`config.mk`:
```
export PLATFORM = sky130hd
export DESIGN_NAME = uart_rx
export DESIGN_NICKNAME = d
export VERILOG_FILES = /design/src/rtl/uart_rx.sv
export SDC_FILE = /design/constraint.sdc
export NUM_CORES = 1
export LEC_CHECK = 0
export ABC_AREA = 0
export CELL_PAD_IN_SITES_DETAIL_PLACEMENT = 1
export CELL_PAD_IN_SITES_GLOBAL_PLACEMENT = 2
export CORE_MARGIN = 3
export CORE_UTILIZATION = 25
export DETAILED_ROUTE_END_ITERATION = 10
export PLACE_DENSITY = 0.65
export REMOVE_ABC_BUFFERS = 1
export SLEW_MARGIN = 20
export SYNTH_ARGS = -nofsm -noshare
export SYNTH_HDL_FRONTEND = slang
export SYNTH_SLANG_ARGS = --single-unit
```
`constraint.sdc`:
```
create_clock -name CLK_I -period 2.07 [get_ports CLK_I]
set_input_delay 0.414 -clock CLK_I [delete_from_list [all_inputs] [get_ports CLK_I]]
set_output_delay 0.414 -clock CLK_I [all_outputs]
set_load 0.01 [all_outputs]
```
`src/rtl/uart_rx.sv`:
```
// UART receive deframer: 16x-oversampled rxd, LSB-first 8-bit data, 1 or 2 stop bits.
// Optional parity stage is compiled in when UART_RX_PARITY_EN is defined.
module uart_rx #(
    parameter int unsigned OVERSAMPLE  = 16,
    parameter int unsigned SYNC_STAGES = 2
) (
    input  logic       CLK_I,
    input  logic       RST_I,
    input  logic       rx_tick,
    input  logic       rx_enable,
    input  logic       nstop,
    input  logic       rxd,
`ifdef UART_RX_PARITY_EN
    input  logic       parity_en,
    input  logic       parity_odd,
    output logic       parity_error,
`endif
    output logic [7:0] rx_data,
    output logic       rx_data_valid,
    output logic       frame_error,
    output logic       busy
);

    localparam int unsigned TW = $clog2(OVERSAMPLE);
    localparam logic [TW-1:0] HALF_M1 = TW'(OVERSAMPLE / 2 - 1);
    localparam logic [TW-1:0] FULL_M1 = TW'(OVERSAMPLE - 1);

    typedef enum logic [2:0] {
        S_IDLE, S_START, S_DATA, S_PARITY, S_STOP1, S_STOP2
    } state_t;

    state_t                 state, state_nxt;
    logic [TW-1:0]          tick_cnt, tick_nxt;
    logic [2:0]             bit_cnt, bit_nxt;
    logic [7:0]             shift_q, shift_nxt;
    logic [7:0]             data_nxt;
    logic                   nstop_q, nstop_nxt;
    logic                   valid_nxt, ferr_nxt, busy_nxt;
    logic                   commit_ok;
    logic [SYNC_STAGES-1:0] sync_q;
    logic                   rxd_s;

    // Metastability synchronizer; flops reset to the idle (mark) level.
    always_ff @(posedge CLK_I or negedge RST_I) begin
        if (!RST_I) sync_q <= '1;
        else        sync_q <= {sync_q[SYNC_STAGES-2:0], rxd};
    end
    assign rxd_s = sync_q[SYNC_STAGES-1];

`ifdef UART_RX_PARITY_EN
    logic pbad_q, pbad_nxt, perr_nxt;
    assign commit_ok = ~pbad_q;
`else
    assign commit_ok = 1'b1;
`endif

    always_comb begin
        state_nxt = state;
        tick_nxt  = tick_cnt;
        bit_nxt   = bit_cnt;
        shift_nxt = shift_q;
        data_nxt  = rx_data;
        nstop_nxt = nstop_q;
        valid_nxt = 1'b0;
        ferr_nxt  = 1'b0;
`ifdef UART_RX_PARITY_EN
        pbad_nxt  = pbad_q;
        perr_nxt  = 1'b0;
`endif
        if (!rx_enable) begin
            state_nxt = S_IDLE;
            tick_nxt  = '0;
            bit_nxt   = '0;
        end else if (rx_tick) begin
            case (state)
                S_IDLE: begin
                    if (!rxd_s) begin
                        state_nxt = S_START;
                        tick_nxt  = '0;
`ifdef UART_RX_PARITY_EN
                        pbad_nxt  = 1'b0;
`endif
                    end
                end
                S_START: begin
                    if (tick_cnt == HALF_M1) begin
                        tick_nxt  = '0;
                        bit_nxt   = '0;
                        state_nxt = rxd_s ? S_IDLE : S_DATA;
                    end else begin
                        tick_nxt = tick_cnt + TW'(1);
                    end
                end
                S_DATA: begin
                    tick_nxt = tick_cnt + TW'(1);
                    if (tick_cnt == FULL_M1) begin
                        shift_nxt = {rxd_s, shift_q[7:1]};
                        if (bit_cnt == 3'd7) begin
`ifdef UART_RX_PARITY_EN
                            if (parity_en) begin
                                state_nxt = S_PARITY;
                            end else begin
                                state_nxt = S_STOP1;
                                nstop_nxt = nstop;
                            end
`else
                            state_nxt = S_STOP1;
                            nstop_nxt = nstop;
`endif
                        end else begin
                            bit_nxt = bit_cnt + 3'd1;
                        end
                    end
                end
`ifdef UART_RX_PARITY_EN
                S_PARITY: begin
                    tick_nxt = tick_cnt + TW'(1);
                    if (tick_cnt == FULL_M1) begin
                        // Expected bit makes total ones even (or odd when parity_odd).
                        if (rxd_s != ((^shift_q) ^ parity_odd)) begin
                            perr_nxt = 1'b1;
                            pbad_nxt = 1'b1;
                        end
                        state_nxt = S_STOP1;
                        nstop_nxt = nstop;
                    end
                end
`endif
                S_STOP1: begin
                    tick_nxt = tick_cnt + TW'(1);
                    if (tick_cnt == FULL_M1) begin
                        if (!rxd_s) begin
                            ferr_nxt  = 1'b1;
                            state_nxt = S_IDLE;
                        end else if (nstop_q) begin
                            state_nxt = S_STOP2;
                        end else begin
                            state_nxt = S_IDLE;
                            data_nxt  = commit_ok ? shift_q : rx_data;
                            valid_nxt = commit_ok;
                        end
                    end
                end
                S_STOP2: begin
                    tick_nxt = tick_cnt + TW'(1);
                    if (tick_cnt == FULL_M1) begin
                        state_nxt = S_IDLE;
                        if (!rxd_s) begin
                            ferr_nxt = 1'b1;
                        end else begin
                            data_nxt  = commit_ok ? shift_q : rx_data;
                            valid_nxt = commit_ok;
                        end
                    end
                end
                default: state_nxt = S_IDLE;
            endcase
        end
        busy_nxt = (state_nxt != S_IDLE);
    end

    always_ff @(posedge CLK_I or negedge RST_I) begin
        if (!RST_I) begin
            state         <= S_IDLE;
            tick_cnt      <= '0;
            bit_cnt       <= '0;
            shift_q       <= '0;
            nstop_q       <= 1'b0;
            rx_data       <= 8'h00;
            rx_data_valid <= 1'b0;
            frame_error   <= 1'b0;
            busy          <= 1'b0;
        end else begin
            state         <= state_nxt;
            tick_cnt      <= tick_nxt;
            bit_cnt       <= bit_nxt;
            shift_q       <= shift_nxt;
            nstop_q       <= nstop_nxt;
            rx_data       <= data_nxt;
            rx_data_valid <= valid_nxt;
            frame_error   <= ferr_nxt;
            busy          <= busy_nxt;
        end
    end

`ifdef UART_RX_PARITY_EN
    always_ff @(posedge CLK_I or negedge RST_I) begin
        if (!RST_I) begin
            pbad_q       <= 1'b0;
            parity_error <= 1'b0;
        end else begin
            pbad_q       <= pbad_nxt;
            parity_error <= perr_nxt;
        end
    end
`endif

endmodule

```
Yosys cells after proc, flatten, opt, wreduce, memory -nomap -nowiden:

Cells that the tools add are included.

* register bits: 32
* input port bits: 6
* output and inout port bits: 11
* logic and storage cells: 83

* add/subtract/negate cells: 2
* equal/unequal tests: 19
* muxes and demuxes: 42
* reduce and logical (&&, ||, !) cells: 10

Operator list (number)
* $mux W3: 15
* $mux W8: 5
* $mux W4: 4
* $pmux W8 S2: 1
* $pmux W3 S5: 1
* $mux W1: 12
* $ne A2 B2 Y1 const B: 6
* $ne A3 B3 Y1 const B: 4
* $pmux W4 S3: 1
* $reduce_and A5 Y1: 2
* $eq A3 B3 Y1 const B: 3
* $reduce_and A8 Y1: 1
* $pmux W3 S2: 1
* $add A4 B1 Y4 const B: 1
* $eq A4 B3 Y1 const B: 1
* $eq A4 B4 Y1 const B: 1
* $ne A4 B2 Y1 const B: 1
* $reduce_and A4 Y1: 1
* $add A3 B1 Y3 const B: 1
* $eq A3 B1 Y1 const B: 1
* $eq A3 B2 Y1 const B: 1
* $logic_not A3 Y1: 1
* $ne A3 B1 Y1 const B: 1
* $reduce_and A3 Y1: 1
* 6 further kinds: 6

Longest topological paths before layout:

* depth in word-level cells: 7
* gate-level depth with buffers: 6

Worst setup path after synthesis:

No wires, ideal clock.

* path kind: reg2reg
* from: register tick_cnt[0]
* to: register rx_data[0]
* arrival: 1622 ps
* required time: 1945 ps
* setup slack: 323 ps
* stages on the path, launching flop included: 5
* clock period less this slack: 1747 ps
* path through: dfrtp_1 -> ha_1 -> nand3_2 -> nor4_4 -> mux2_2

* longest elaborated chain between the ends: 3
* elaborated cells between the ends (all ways): 4

Ends and longest elaborated chain
* from (decl): RTL line 33 `logic [TW-1:0] tick_cnt, tick_nxt;`
* from (signal assigned): RTL line 175 `tick_cnt <= tick_nxt;`
* $eq A4 B4 Y1 *: RTL line 131, 146
* $ne A2 B2 Y1 (no line)
* $reduce_and A8 Y1 (no line) *
* to (signal assigned): RTL line 179 `rx_data <= data_nxt;`
* to (decl): RTL line 18 `output logic [7:0] rx_data,`

Every way passes the cells marked *; elsewhere a longest branch is shown, timed or not.
A chain may end at the register's enable or synchronous reset.

Worst setup path in the final report:

* from: register tick_cnt[0]
* to: register rx_data[6]

Same word-level chain as after synthesis.

==> run metrics <==
Worst slew margin 66.45%; Die Wd 84.78 µm; share of cells above drive strength 1 27.50%; CTS tree yes; crit end category register; hold path cells 0; total CTS buffers 5; largest family of logic cells by synthesized area simple AND/OR/NAND/NOR gates; Req. time, crit path 2240 ps; sw frac 21.92%; diode count 0; Area Growth Syn to Fin 27.26%; All-Layer GR Usage 11.41%; Core Region 5956 µm²; ys async rst share 100.0%; Sw Pwr 0.0002859 W; WP data arrival 2050 ps; pwr/cell area 660.8 nW/µm²; DRC Markers 0; worst flop-to-flop path startpoint tick_cnt[0]$_DFFE_PN0P_; DR pass1 iterations 2; Mapped Area 1551 µm²; Hold WC Path Type register to register; Avg Cell Area, Syn 11.93 µm²; number of flops mapped to enable cells by yosys 0; drt first-iter violations 56; Cell Rows 28; Compound-Gate Fraction of Synth Area 7.984%; crit-path max FO 8; Final period util 90.81%; ranking of synthesized cells by area dfrtp_1 48%, mux2_2 12%, dfstp_2 3.4%; overflow left after global routing 0; internal power 0.001019 W; clk sinks 32; global placement routability congestion 0.7725; logic gate share of total power 5.3%; Finish-stage setup viols 0; unrepaired setup endpoints after global routing false; drt wl/cell 16.00 µm; simple-gate share of the synthesized area 20.89%; adder-cell share of the synthesized area 2.419%; WL met1 1723 µm; first-pass GRT wire length 6417 µm; Max clock buf depth 2; io pins 17; Clock Skew 5.151 ps; port bufs 16; DR WL met3 109 µm; Hold Startpoint sync_q[0]$_DFF_PN1_; Clock Latency Late Sink 290 ps; Post-CTS Setup Bufs 0; Yosys top cell by area dfrtp_1; # hold bufs at CTS 0; sequential share of the synthesized area 51.77%; XOR/XNOR Fraction of Synth Area 0%; Worst-Margin Slew 497.9 ps; Worst path slowest cell dfrtp_1; DIE AREA 7187 µm²; Mapped Cells 130; Post-CTS Resized 0; min Tclk post-route 1880 ps; Setup TNS 0 ps; Synth top area share 48.39%; routed wl met2 1866 µm; height of the die 84.78 µm; largest net degree at the start of global routing 33; R2R setup slack 190 ps; Leakage 0.9031 nW; number of H-tree levels 2; worst stage delay on the critical path 390 ps; CTS root buffer clkbuf_8; vias per inst 4.838; max_cap viols 0; number of synthesized register bits 32; CP startpoint tick_cnt[0]$_DFFE_PN0P_; Cell Chain, Critical Path ha_1, nand3_2, nor4_4, buf_4, mux2_2; synth unique cells 42; fmax 532.0 MHz; Starting Density 26.05%; Ys Warns 0; crit start category register; VDD IR max 0.0002868 V; wirelength, routed 3760 µm; DR vias 1137; Clock power frac 45.6%; Nets 168; multiplexer area fraction after synthesis 14.52%; Seq pwr share 49.1%; R2R Path End rx_data[6]$_DFFE_PN0P_; initial antenna violation count 0; Top Layer Used met4; Synth Flop Type dfrtp_1; ANT nets after route 0; vias in the first global route 1278; Final HPWL DP 2767 µm; CP Class register to register; Power, Total 0.001305 W; Hold EP sync_q[1]$_DFF_PN1_; Clk pin slew, worst setup/hold paths 70 ps; status completed; R2R depth 5; Fin. Hold Viols 0; Slew Limit Fails 0
[layout make-up]
| class | count | area [µm²] |
|---|---|---|
| fillers | 659 | 3981 |
| flip-flops and latches | 32 | 803.3 |
| multi-input cells | 91 | 710.7 |
| repair buffers | 26 | 247.7 |
| well taps | 75 | 93.84 |
| clock buffers | 6 | 72.57 |
| clock inverters | 2 | 35.03 |
| inverters | 3 | 11.26 |
[logic make-up after synthesis]
group                    Yosys count
AO/OA/AOI/OAI                     18
adder cells (fa/ha/maj)            3
buffers and inverters              7
flip-flops                        32
multiplexers                      20
AND/OR/NAND/NOR                   50
[cells in the mapped netlist (2+ instances only)]
| cell | number |
|---|---|
| mux2i_1 | 3 |
| nor3b_1 | 2 |
| buf_2 | 3 |
| dfrtp_1 | 30 |
| o21ai_0 | 4 |
| nor3_1 | 5 |
| inv_1 | 3 |
| nand2_1 | 12 |
| nor2b_1 | 2 |
| nor2_1 | 3 |
| nand3_1 | 7 |
| ha_1 | 3 |
| mux2_2 | 16 |
| dfstp_2 | 2 |
| a21oi_1 | 4 |
| o32ai_1 | 2 |
| and3_1 | 2 |
| nand3b_1 | 3 |
[sequential cells by signal, summed over array words and instances (netlist names)]
register       count
rx_data            8
nstop_q            1
tick_cnt           4
sync_q             2
frame_error        1
bit_cnt            3
busy               1
state              3
shift_q            8
rx_data_valid      1
[layout by cell type, fill, tap and decap left out, types with 2 or more instances in the layout]
cell and count:
mux2_2 16, clkdlybuf4s50_1 16, clkbuf_8 5, mux2i_1 3, nand3b_1 3, o21ai_0 4
nor3b_1 2, buf_4 9, nor2b_1 2, o32ai_1 2, nand2_1 12, nor2_1 3
nor3_1 5, inv_1 3, dfrtp_1 30, a21oi_1 4, ha_1 3, and3_1 2
nand3_1 7, dfstp_2 2
[metrics by stage]
stage                     instances  hold WS (ps)  cell area (µm²)  worst slack, ps  util [%]
after floorplan                 126         118.4             1525            323.4         -
after global placement          227         346.3             1867           -18.44     31.34
after detailed placement        227         346.9             1867           -17.78     31.34
after CTS                       235         357.1             1974            178.6     33.15
after global routing            235         366.3             1974            79.76     33.15
final                           235         356.7             1974            190.2     33.15
[power groups by stage]
stage / Combinational [W] / Clock (W) / Sequential [W]
global placement: 0.0000679 / 0 / 0.000651
floorplan: 0.0000252 / 0 / 0.000650
CTS: 0.0000706 / 0.000620 / 0.000640
finish: 0.0000689 / 0.000595 / 0.000641
global route: 0.0000766 / 0.000648 / 0.000641
detailed placement: 0.0000706 / 0 / 0.000652
[how the worst max path moves through the flow]
stage                             endpoint  depth (start not counted)
floorplan           rx_data[0]$_DFFE_PN0P_                          4
global placement            busy$_DFF_PN0_                          6
detailed placement          busy$_DFF_PN0_                          6
CTS                 rx_data[0]$_DFFE_PN0P_                          5
global route        rx_data[6]$_DFFE_PN0P_                          5
finish              rx_data[6]$_DFFE_PN0P_                          5
[metal layers]
layer  vias to the layer above  GRT usage [%]
met1                       575          13.68
met3                         7          2.944
met4                         0          4.748
met2                        18          19.36
met5                         -              0
li1                        537              -
[worst max-delay path: cells and delay by family (launching register included)]
| kind | cells | cell delay, ps |
|---|---|---|
| adders and majority gates | 1 | 260 |
| buffers and inverters | 1 | 200 |
| DFF | 1 | 390 |
| muxes | 1 | 350 |
| and+or+nand+nor | 2 | 550 |
No activity file was read; power rests on OpenSTA's default activity.
